===== src/rtl/codec_intf_if.sv =====
// ---------------------------------------------------------------------------
// codec_intf_if
//   Bundles the signals between the codec interface block, the equalizer core
//   and the external stereo codec.
//
//   Core side : tx_lft, tx_rht (core -> block), rx_lft, rx_rht, valid
//               (block -> core)
//   Codec side: SDin (codec -> block), SDout, MCLK, SCLK, LRCLK, RSTn
//               (block -> codec)
//
//   slave  : view taken by codec_intf itself
//   master : view taken by whatever surrounds it (core + codec, or a bench)
// ---------------------------------------------------------------------------
interface codec_intf_if;
  logic [15:0] tx_lft;
  logic [15:0] tx_rht;
  logic [15:0] rx_lft;
  logic [15:0] rx_rht;
  logic        valid;
  logic        SDin;
  logic        SDout;
  logic        MCLK;
  logic        SCLK;
  logic        LRCLK;
  logic        RSTn;

  modport slave (
    input  tx_lft, tx_rht, SDin,
    output rx_lft, rx_rht, valid, SDout, MCLK, SCLK, LRCLK, RSTn
  );

  modport master (
    output tx_lft, tx_rht, SDin,
    input  rx_lft, rx_rht, valid, SDout, MCLK, SCLK, LRCLK, RSTn
  );
endinterface


===== src/rtl/codec_intf.sv =====
// ---------------------------------------------------------------------------
// codec_intf
//   I2S bridge between a stereo audio codec and the equalizer core.
//   A free-running 10-bit counter defines one stereo frame of 1024 clk.
//   From it the block derives the codec clocks (MCLK = clk/4, SCLK = clk/32,
//   LRCLK = clk/1024) and the codec reset, deserializes ADC data from SDin
//   into 16-bit left/right words with a one-clk valid strobe, and serializes
//   the core's left/right words onto SDout.
//
//   Frame layout (slot k = cnt[9:5], one SCLK period each):
//     slot 1..16  : left  bit 15..0  (one-bit I2S delay after LRCLK fall)
//     slot 17..31 : right bit 15..1
//     slot 0      : right bit 0 of the previous frame
//
// Ports:
//   clk    system clock (50 MHz)
//   rst_n  asynchronous active-low reset
//   bus    codec_intf_if.slave : tx_lft/tx_rht in, rx_lft/rx_rht/valid out,
//          SDin in, SDout/MCLK/SCLK/LRCLK/RSTn out
// ---------------------------------------------------------------------------
module codec_intf (
  input  logic        clk,
  input  logic        rst_n,
  codec_intf_if.slave bus
);

  // Frame timing
  logic [9:0]  cnt_r;
  logic [9:0]  cnt_nxt_s;
  logic        sclk_rise_s;
  logic        sclk_fall_s;
  logic        tx_load_s;
  logic        rx_cap_s;
  logic        wrap_s;

  // Codec wake-up tracking: counts frame wraps, saturating at 2
  logic [1:0]  wrp_r;
  logic [1:0]  wrp_nxt_s;

  // Registered codec clocks and reset
  logic        mclk_r;
  logic        sclk_r;
  logic        lrclk_r;
  logic        rstn_r;

  // Receive path
  logic [31:0] rx_shft_r;
  logic [15:0] rx_lft_r;
  logic [15:0] rx_rht_r;
  logic        valid_r;

  // Transmit path
  logic [31:0] tx_shft_r;
  logic [31:0] tx_nxt_s;
  logic        sdout_r;

  // Counter advance and decode of the per-frame event points.
  // Events are decoded from the counter value *before* the edge, so the
  // SCLK rise (cnt[4:0]==15) and the receive shift happen on the same edge.
  always_comb begin
    cnt_nxt_s   = cnt_r + 10'd1;
    sclk_rise_s = (cnt_r[4:0] == 5'd15);
    sclk_fall_s = (cnt_r[4:0] == 5'd31);
    tx_load_s   = (cnt_r == 10'd31);
    rx_cap_s    = (cnt_r == 10'd16);
    wrap_s      = (cnt_r == 10'd1023);
  end

  // Saturating wrap counter update: 0 -> 1 -> 2, then hold.
  always_comb begin
    wrp_nxt_s = wrp_r;
    case (wrp_r)
      2'd0: begin
        if (wrap_s) begin
          wrp_nxt_s = 2'd1;
        end else begin
          wrp_nxt_s = 2'd0;
        end
      end
      2'd1: begin
        if (wrap_s) begin
          wrp_nxt_s = 2'd2;
        end else begin
          wrp_nxt_s = 2'd1;
        end
      end
      2'd2: begin
        wrp_nxt_s = 2'd2;
      end
      default: begin
        // Unreachable encoding; steer back to the saturated state.
        wrp_nxt_s = 2'd2;
      end
    endcase
  end

  // Transmit shifter next value: load a fresh stereo word at the slot-0
  // SCLK fall, otherwise shift left on every SCLK fall.
  always_comb begin
    tx_nxt_s = tx_shft_r;
    if (sclk_fall_s) begin
      if (tx_load_s) begin
        tx_nxt_s = {bus.tx_lft, bus.tx_rht};
      end else begin
        tx_nxt_s = {tx_shft_r[30:0], 1'b0};
      end
    end else begin
      tx_nxt_s = tx_shft_r;
    end
  end

  // Free-running frame counter, wraps 1023 -> 0.
  always_ff @(posedge clk or negedge rst_n) begin
    if (!rst_n) begin
      cnt_r <= 10'd0;
    end else begin
      cnt_r <= cnt_nxt_s;
    end
  end

  // Wrap counter register.
  always_ff @(posedge clk or negedge rst_n) begin
    if (!rst_n) begin
      wrp_r <= 2'd0;
    end else begin
      wrp_r <= wrp_nxt_s;
    end
  end

  // Codec clocks are registered copies of the next counter value, so each
  // output is glitch-free and lines up exactly with the counter.
  always_ff @(posedge clk or negedge rst_n) begin
    if (!rst_n) begin
      mclk_r  <= 1'b0;
      sclk_r  <= 1'b0;
      lrclk_r <= 1'b0;
    end else begin
      mclk_r  <= cnt_nxt_s[1];
      sclk_r  <= cnt_nxt_s[4];
      lrclk_r <= cnt_nxt_s[9];
    end
  end

  // Codec reset releases on the edge of the first frame wrap.
  always_ff @(posedge clk or negedge rst_n) begin
    if (!rst_n) begin
      rstn_r <= 1'b0;
    end else begin
      rstn_r <= (wrp_nxt_s != 2'd0);
    end
  end

  // Receive shifter: sample SDin on every SCLK rise.
  always_ff @(posedge clk or negedge rst_n) begin
    if (!rst_n) begin
      rx_shft_r <= 32'd0;
    end else if (sclk_rise_s) begin
      rx_shft_r <= {rx_shft_r[30:0], bus.SDin};
    end else begin
      rx_shft_r <= rx_shft_r;
    end
  end

  // Parallel capture one clk after the slot-0 rise, when the shifter holds
  // a complete left/right pair. Data is only flagged valid once the codec
  // has been out of reset for a full frame.
  always_ff @(posedge clk or negedge rst_n) begin
    if (!rst_n) begin
      rx_lft_r <= 16'd0;
      rx_rht_r <= 16'd0;
      valid_r  <= 1'b0;
    end else if (rx_cap_s) begin
      rx_lft_r <= rx_shft_r[31:16];
      rx_rht_r <= rx_shft_r[15:0];
      valid_r  <= (wrp_r == 2'd2);
    end else begin
      rx_lft_r <= rx_lft_r;
      rx_rht_r <= rx_rht_r;
      valid_r  <= 1'b0;
    end
  end

  // Transmit shifter and serial output; SDout only moves on SCLK fall so
  // the codec sees stable data at every SCLK rise.
  always_ff @(posedge clk or negedge rst_n) begin
    if (!rst_n) begin
      tx_shft_r <= 32'd0;
      sdout_r   <= 1'b0;
    end else if (sclk_fall_s) begin
      tx_shft_r <= tx_nxt_s;
      sdout_r   <= tx_nxt_s[31];
    end else begin
      tx_shft_r <= tx_shft_r;
      sdout_r   <= sdout_r;
    end
  end

  assign bus.MCLK   = mclk_r;
  assign bus.SCLK   = sclk_r;
  assign bus.LRCLK  = lrclk_r;
  assign bus.RSTn   = rstn_r;
  assign bus.rx_lft = rx_lft_r;
  assign bus.rx_rht = rx_rht_r;
  assign bus.valid  = valid_r;
  assign bus.SDout  = sdout_r;

endmodule


===== src/flat_wrapper.sv =====
// flat-port wrapper written by rule: the top's interface ports become plain ports
module codec_intf_flat 
  (clk, rst_n, bus_tx_lft, bus_tx_rht, bus_SDin, bus_rx_lft, bus_rx_rht, bus_valid, bus_SDout, bus_MCLK, bus_SCLK, bus_LRCLK, bus_RSTn);
  codec_intf_if bus_i ();
  input  logic clk;
  input  logic rst_n;
  input wire logic [$bits(bus_i.tx_lft)-1:0] bus_tx_lft;
  input wire logic [$bits(bus_i.tx_rht)-1:0] bus_tx_rht;
  input wire logic [$bits(bus_i.SDin)-1:0] bus_SDin;
  output wire logic [$bits(bus_i.rx_lft)-1:0] bus_rx_lft;
  output wire logic [$bits(bus_i.rx_rht)-1:0] bus_rx_rht;
  output wire logic [$bits(bus_i.valid)-1:0] bus_valid;
  output wire logic [$bits(bus_i.SDout)-1:0] bus_SDout;
  output wire logic [$bits(bus_i.MCLK)-1:0] bus_MCLK;
  output wire logic [$bits(bus_i.SCLK)-1:0] bus_SCLK;
  output wire logic [$bits(bus_i.LRCLK)-1:0] bus_LRCLK;
  output wire logic [$bits(bus_i.RSTn)-1:0] bus_RSTn;
  assign bus_i.tx_lft = bus_tx_lft;
  assign bus_i.tx_rht = bus_tx_rht;
  assign bus_i.SDin = bus_SDin;
  assign bus_rx_lft = bus_i.rx_lft;
  assign bus_rx_rht = bus_i.rx_rht;
  assign bus_valid = bus_i.valid;
  assign bus_SDout = bus_i.SDout;
  assign bus_MCLK = bus_i.MCLK;
  assign bus_SCLK = bus_i.SCLK;
  assign bus_LRCLK = bus_i.LRCLK;
  assign bus_RSTn = bus_i.RSTn;
  codec_intf u_core (.clk(clk), .rst_n(rst_n), .bus(bus_i));
endmodule

===== config.mk =====
export PLATFORM = sky130hd
export DESIGN_NAME = codec_intf_flat
export DESIGN_NICKNAME = d
export VERILOG_FILES = /design/src/rtl/codec_intf_if.sv /design/src/rtl/codec_intf.sv /design/src/flat_wrapper.sv
export SDC_FILE = /design/constraint.sdc
export NUM_CORES = 1
export LEC_CHECK = 0
export BUFFER_PORTS_ARGS = -buffer_cell sky130_fd_sc_hd__clkbuf_2
export CAP_MARGIN = 20
export CORE_MARGIN = 5
export CORE_UTILIZATION = 52
export CTS_CLUSTER_DIAMETER = 30
export DETAILED_ROUTE_END_ITERATION = 10
export HOLD_SLACK_MARGIN = 0.02
export PLACE_DENSITY = 0.78
export SYNTH_ARGS = -nofsm -noshare
export SYNTH_HDL_FRONTEND = slang
export SYNTH_SLANG_ARGS = --single-unit
export TNS_END_PERCENT = 100

===== constraint.sdc =====
create_clock -name clk -period 4.08 [get_ports clk]
set_input_delay 0.204 -clock clk [delete_from_list [all_inputs] [get_ports clk]]
set_output_delay 0.204 -clock clk [all_outputs]
set_load 0.1 [all_outputs]

# Word-level counts from Yosys, hierarchy flattened

Index checks and enable logic that the tools add are counted.

$add $sub $neg: 1
Eq/ne operators: 7
Mux-type cells: 5
Reduce and logical (&&, ||, !) cells: 2

Operators by type and width:

| operator                                       | count |
|---|---|
| 2-to-1 mux 32 bit                              | 1 |
| == test 10 x 5 -> 1 bit, second input constant | 2 |
| adder 10 x 1 -> 10 bit, second input constant  | 1 |
| == test 10 bit, second input constant          | 1 |
| == test 5 x 4 -> 1 bit, second input constant  | 1 |
| == test 5 bit, second input constant           | 1 |
| one-hot mux 2 bit (2 select lines)             | 1 |
| == test 2 x 1 -> 1 bit, second input constant  | 1 |
| == test 2 bit, second input constant           | 1 |
| zero test 2 bit                                | 1 |
| 2-to-1 mux 1 bit                               | 2 |
| 2-to-1 mux 2 bit                               | 1 |
| nonzero test 2 bit                             | 1 |

Register bits: 113
Input port bits: 35
Output and inout bits: 38

# Logic depth before layout (Yosys ltp)

Word-level depth: 4
Gate-level depth with buffers: 9
Gate-level depth less buffers: 6

# Worst setup path before layout

Ideal clock, no wire load.

Path kind: flip-flop to flip-flop
From: register u_core.cnt_r[1]
To: register u_core.rx_shft_r[10]
Setup time: 0.125 ns
Data arrival time: 3.002 ns
Slack: 0.954 ns
Stages on the path, launching flop included: 9
Buffers on the path: 3
Clock period less this slack: 3.126 ns
Cell sequence: dfrtp_1 > ha_1 > nand3_1 > inv_1 > clkbuf_1 > ha_1 > clkbuf_1 > buf_1 > mux2_2

Longest elaborated chain between the ends: 1

RTL lines:

| item                   | RTL line          | source |
|---|---|---|
| start, declared        | codec_intf.sv:28  | `logic [9:0] cnt_r;` |
| start signal, assigned | codec_intf.sv:117 | `cnt_r <= cnt_nxt_s;` |
| == test 5 x 4 -> 1 bit | codec_intf.sv:62  | `sclk_rise_s = (cnt_r[4:0] == 5'd15);` |
| end signal, assigned   | codec_intf.sv:158 | `rx_shft_r <= {rx_shft_r[30:0], bus.SDin};` |
| end signal, assigned   | codec_intf.sv:160 | `rx_shft_r <= rx_shft_r;` |
| end, declared          | codec_intf.sv:47  | `logic [31:0] rx_shft_r;` |

Every way passes these cells.
A chain may end at the register's enable or synchronous reset.

# Worst setup path in the final report

From: register u_core.cnt_r[1]
To: register u_core.tx_shft_r[0]

Longest elaborated chain between the ends: 2

RTL lines:

| item                    | RTL line          | source |
|---|---|---|
| == test 10 x 5 -> 1 bit | codec_intf.sv:64  | `tx_load_s = (cnt_r == 10'd31);` |
| 2-to-1 mux 32 bit       | codec_intf.sv:102 | `if (tx_load_s) begin` |
| end signal, assigned    | codec_intf.sv:190 | `tx_shft_r <= tx_nxt_s;` |
| end signal, assigned    | codec_intf.sv:193 | `tx_shft_r <= tx_shft_r;` |
| end, declared           | codec_intf.sv:53  | `logic [31:0] tx_shft_r;` |

Several ways; a longest one is shown, not always the timed one.

==> summary.md <==
| Metric | Value |
|---|---|
| Result of the run | finished, final reports clean |
| Post-CTS clock slew at the launch and capture registers of the worst setup and hold paths | 0.11 ns |
| Worst Min Path Start | bus_SDin |
| Total grt overflow | 0 |
| Proportion of synthesized chip area in sequential cells | 58.9% |
| Layout Area Growth over Synthesis | 14.9% |
| Post-synthesis net count | 417 |
| Cell area after synthesis | 4670 um2 |
| Total number of placement rows | 34 |
| Post-cts repair resize count | 0 |
| Slack of the worst reg-to-reg path | 1.44 ns |
| Measured slew at the worst slew-check pin | 1.10 ns |
| Vias in the first global route | 3154 |
| Slowest library cell on the worst path | sky130_fd_sc_hd__ha_2 |
| Critical path capture point type | flip-flop |
| Reg2Reg Depth | 7 |
| Placeable core area | 8720 um2 |
| Number of detailed-routing iterations run before antenna repair | 4 |
| Via/cell ratio | 5.82 |
| Die ar. | 11000 um2 |
| Vias after detailed routing | 3193 |
| Tot Pwr | 0.00190 W |
| Dpl cell area | 5100 um2 |
| Count leader, synth | sky130_fd_sc_hd__dfrtp_1 |
| Maximum fanout count along the critical path | 64 |
| Async set or reset register ratio after synthesis | 100% |
| Final cycle utilization of the critical path | 64.7% |
| #FFs+latches synth | 110 |
| Initial Utilization | 53.6% |
| Final ANT Viol Nets | 0 |
| Dominant cell type by count on the critical path | sky130_fd_sc_hd__nand3_1 |
| Largest voltage drop on the vdd net | 205 uV |
| Placed wire-length estimate after detailed placement | 5.84 mm |
| RSZ-0062 raised after global routing | false |
| Synth area leaders | sky130_fd_sc_hd__dfrtp_1, sky130_fd_sc_hd__mux2_2, sky130_fd_sc_hd__mux2_1 |
| Number of primary I/O pins | 73 |
| TNS Setup | 0 ns |
| Overall die width | 105 um |
| Routed WL per cell | 16.7 um |
| Count of pins over their slew limit | 0 |
| Static Leakage | 2.63 nW |
| Initial antenna violation count | 0 |
| Wire length of the first global-routing pass | 15.6 mm |
| Number of standard cells after synthesis | 378 |
| Average size of a mapped cell | 12.4 um2 |
| Post-route DRC | 0 |
| EDFF count, synth | 0 |
| TritonCTS clock tree | yes |
| Share of final-layout standard cells stronger than drive strength 1 | 31.1% |
| Clock buffer count from CTS | 9 |
| Die Y-Extent | 105 um |
| Number of DRC markers after the initial detailed-route iteration | 144 |
| Yosys warnings | 0 |
| Sink of the worst hold path | u_core.rx_shft_r[0] |
| # H-tree levels | 3 |
| Count of different cell masters after synthesis | 30 |
| Cell at the root of the clock tree | sky130_fd_sc_hd__clkbuf_8 |
| Final core utilization | 61.6% |
| Worst Hold Class | in2reg |
| Crit path time final | 2.64 ns |
| Post-Layout Inst Area | 5370 um2 |
| Total wirelength of the detailed-routed design | 9.19 mm |
| Number of port buffers | 72 |
| Worst relative slew slack | 26.9% |
| Reg2reg start | u_core.cnt_r[1] |
| Leading post-synthesis cells by instance count | sky130_fd_sc_hd__dfrtp_1, sky130_fd_sc_hd__mux2_2, sky130_fd_sc_hd__nand4_1, sky130_fd_sc_hd__nor2_1 |
| Capture instance of the worst register-to-register path | u_core.tx_shft_r[0] |
| Worst hold path cell count | 2 |
| Area share of the largest cell type after synthesis | 58.9% |
| Final Skew | 0.0133 ns |
| Peak clock frequency supported by timing | 379 MHz |
| RD Place Congestion | 0.761 |
| Maxcap violations | 0 |
| Crit path required time | 4.36 ns |
| Largest stage delay, worst path | 0.95 ns |
| Clock latency on the worst-skew pair | 0.36 ns |
| Critical path class | reg2reg |
| Final Hold Viols | 0 |
| Data arrival time of the critical path | 2.92 ns |
| Critical path cell sequence | ha_1, nand3_1, buf_4, inv_1, ha_2, nand3_1, o22ai_1 |
| Cell type contributing the most total cell area after synthesis | sky130_fd_sc_hd__dfrtp_1 |
| Aggregate global-route resource usage | 16.8% |
| P per Cell Area | 354 nW/um2 |
| Largest net degree at the start of global routing | 81 |
| Predominant post-synthesis flop cell | sky130_fd_sc_hd__dfrtp_1 |
| Startpoint type of the worst setup path | flip-flop |
| Number of endpoints failing setup at the final stage | 0 |
| Number of clock sinks | 110 |
| Diode count | 0 |
| Clock Path Buffers | 2 |
| Layout Nets | 475 |
==> worst max-delay path by stage <==
stage,startpoint,end,slack (ns),depth (start not counted)
after floorplan,u_core.cnt_r[1],u_core.rx_shft_r[10],0.95,8
after global placement,u_core.cnt_r[6],u_core.bus.rx_rht[9],1.54,3
after detailed placement,u_core.cnt_r[1],u_core.tx_shft_r[0],1.46,7
after CTS,u_core.cnt_r[1],u_core.tx_shft_r[0],1.47,7
after global routing,u_core.cnt_r[0],u_core.tx_shft_r[0],1.19,7
final,u_core.cnt_r[1],u_core.tx_shft_r[0],1.44,7
==> sequential cells by signal, indices dropped and copies added (netlist names) <==
register / cells
u_core.bus.rx_rht: 16
u_core.rx_shft_r: 32
u_core.cnt_r: 10
u_core.tx_shft_r: 31
u_core.wrp_r: 2
u_core.bus.SDout: 1
u_core.bus.valid: 1
u_core.bus.rx_lft: 16
u_core.bus.RSTn: 1
==> report_power, final <==
group          switching, W  total (W)  leakage (nW)  internal [W]
Combinational     0.0000460  0.0000779          1.08     0.0000319
Clock              0.000388   0.000703         0.108      0.000315
Sequential        0.0000106    0.00112          1.44       0.00111
==> worst max-delay path, delay by kind of cell (launching register included) <==
kind | cells | cell delay (ns)
adders and majority gates | 2 | 1.16
buffers and inverters | 2 | 0.58
DFF | 1 | 0.42
and+or+nand+nor | 2 | 0.23
AOI/OAI and AO/OA | 1 | 0.14
==> metrics by stage <==
step	setup slack, ns	instances	hold slack [ns]
after floorplan	0.954	378	-0.0916
after CTS	1.47	547	0.0427
after global placement	1.54	529	0.439
after global routing	1.19	549	0.0542
after detailed placement	1.46	530	0.433
final	1.44	549	0.0677
==> metal layers <==
layer / share of wire, % / GRT usage [%] / wire length (um) / vias to the layer above
met3: 5.6 / 4.19 / 512 / 14
met2: 47 / 25.9 / 4310 / 108
met5: 0 / 0 / 0 / -
met1: 46 / 24.0 / 4230 / 1567
li1: - / - / - / 1504
met4: 1.5 / 4.66 / 137 / 0
==> cell usage in the layout, fill, tap and decap left out, types with 3 or more instances in the layout <==
| cell | netlist | routed |
|---|---|---|
| sky130_fd_sc_hd__a31oi_1 | 31 | 31 |
| sky130_fd_sc_hd__buf_4 | 1 | 7 |
| sky130_fd_sc_hd__clkbuf_2 | 0 | 71 |
| sky130_fd_sc_hd__clkbuf_8 | 0 | 10 |
| sky130_fd_sc_hd__dfrtp_1 | 110 | 110 |
| sky130_fd_sc_hd__ha_1 | 4 | 3 |
| sky130_fd_sc_hd__inv_1 | 6 | 6 |
| sky130_fd_sc_hd__mux2_1 | 29 | 29 |
| sky130_fd_sc_hd__mux2_2 | 35 | 35 |
| sky130_fd_sc_hd__nand2_1 | 4 | 4 |
| sky130_fd_sc_hd__nand3_1 | 3 | 3 |
| sky130_fd_sc_hd__nand4_1 | 34 | 34 |
| sky130_fd_sc_hd__nor2_1 | 33 | 33 |
| sky130_fd_sc_hd__o31ai_1 | 31 | 31 |
| sky130_fd_sc_hd__xnor2_1 | 4 | 4 |
| sky130_fd_sc_hd__xor2_1 | 3 | 3 |
==> what timing repair did <==
action	CTS	global route
setup buffers	0	0
hold endpoints to repair	3	0
hold buffers	1	0
==> cells by family (layout without fill, tap and decap cells) <==
family / count (synthesis) / in the layout / share of synthesized area, %
mux: 65 / 65 / 15.6
xor+xnor: 7 / 7 / 1.31
buf+inv: 41 / 104 / 3.54
fa+ha+maj: 4 / 4 / 1.07
simple gates: 87 / 87 / 10.1
flops: 110 / 110 / 58.9
compound gates: 64 / 64 / 9.43
==> cell type report <==
cell class              count  area, um2
fillers                   695       3350
flip-flops and latches    110       2750
multi-input cells         227       1760
repair buffers             82        488
clock buffers              11        141
well taps                 108        135
clock inverters             5       70.1
inverters                   6       22.5
No activity file was read; power rests on OpenSTA's default activity.
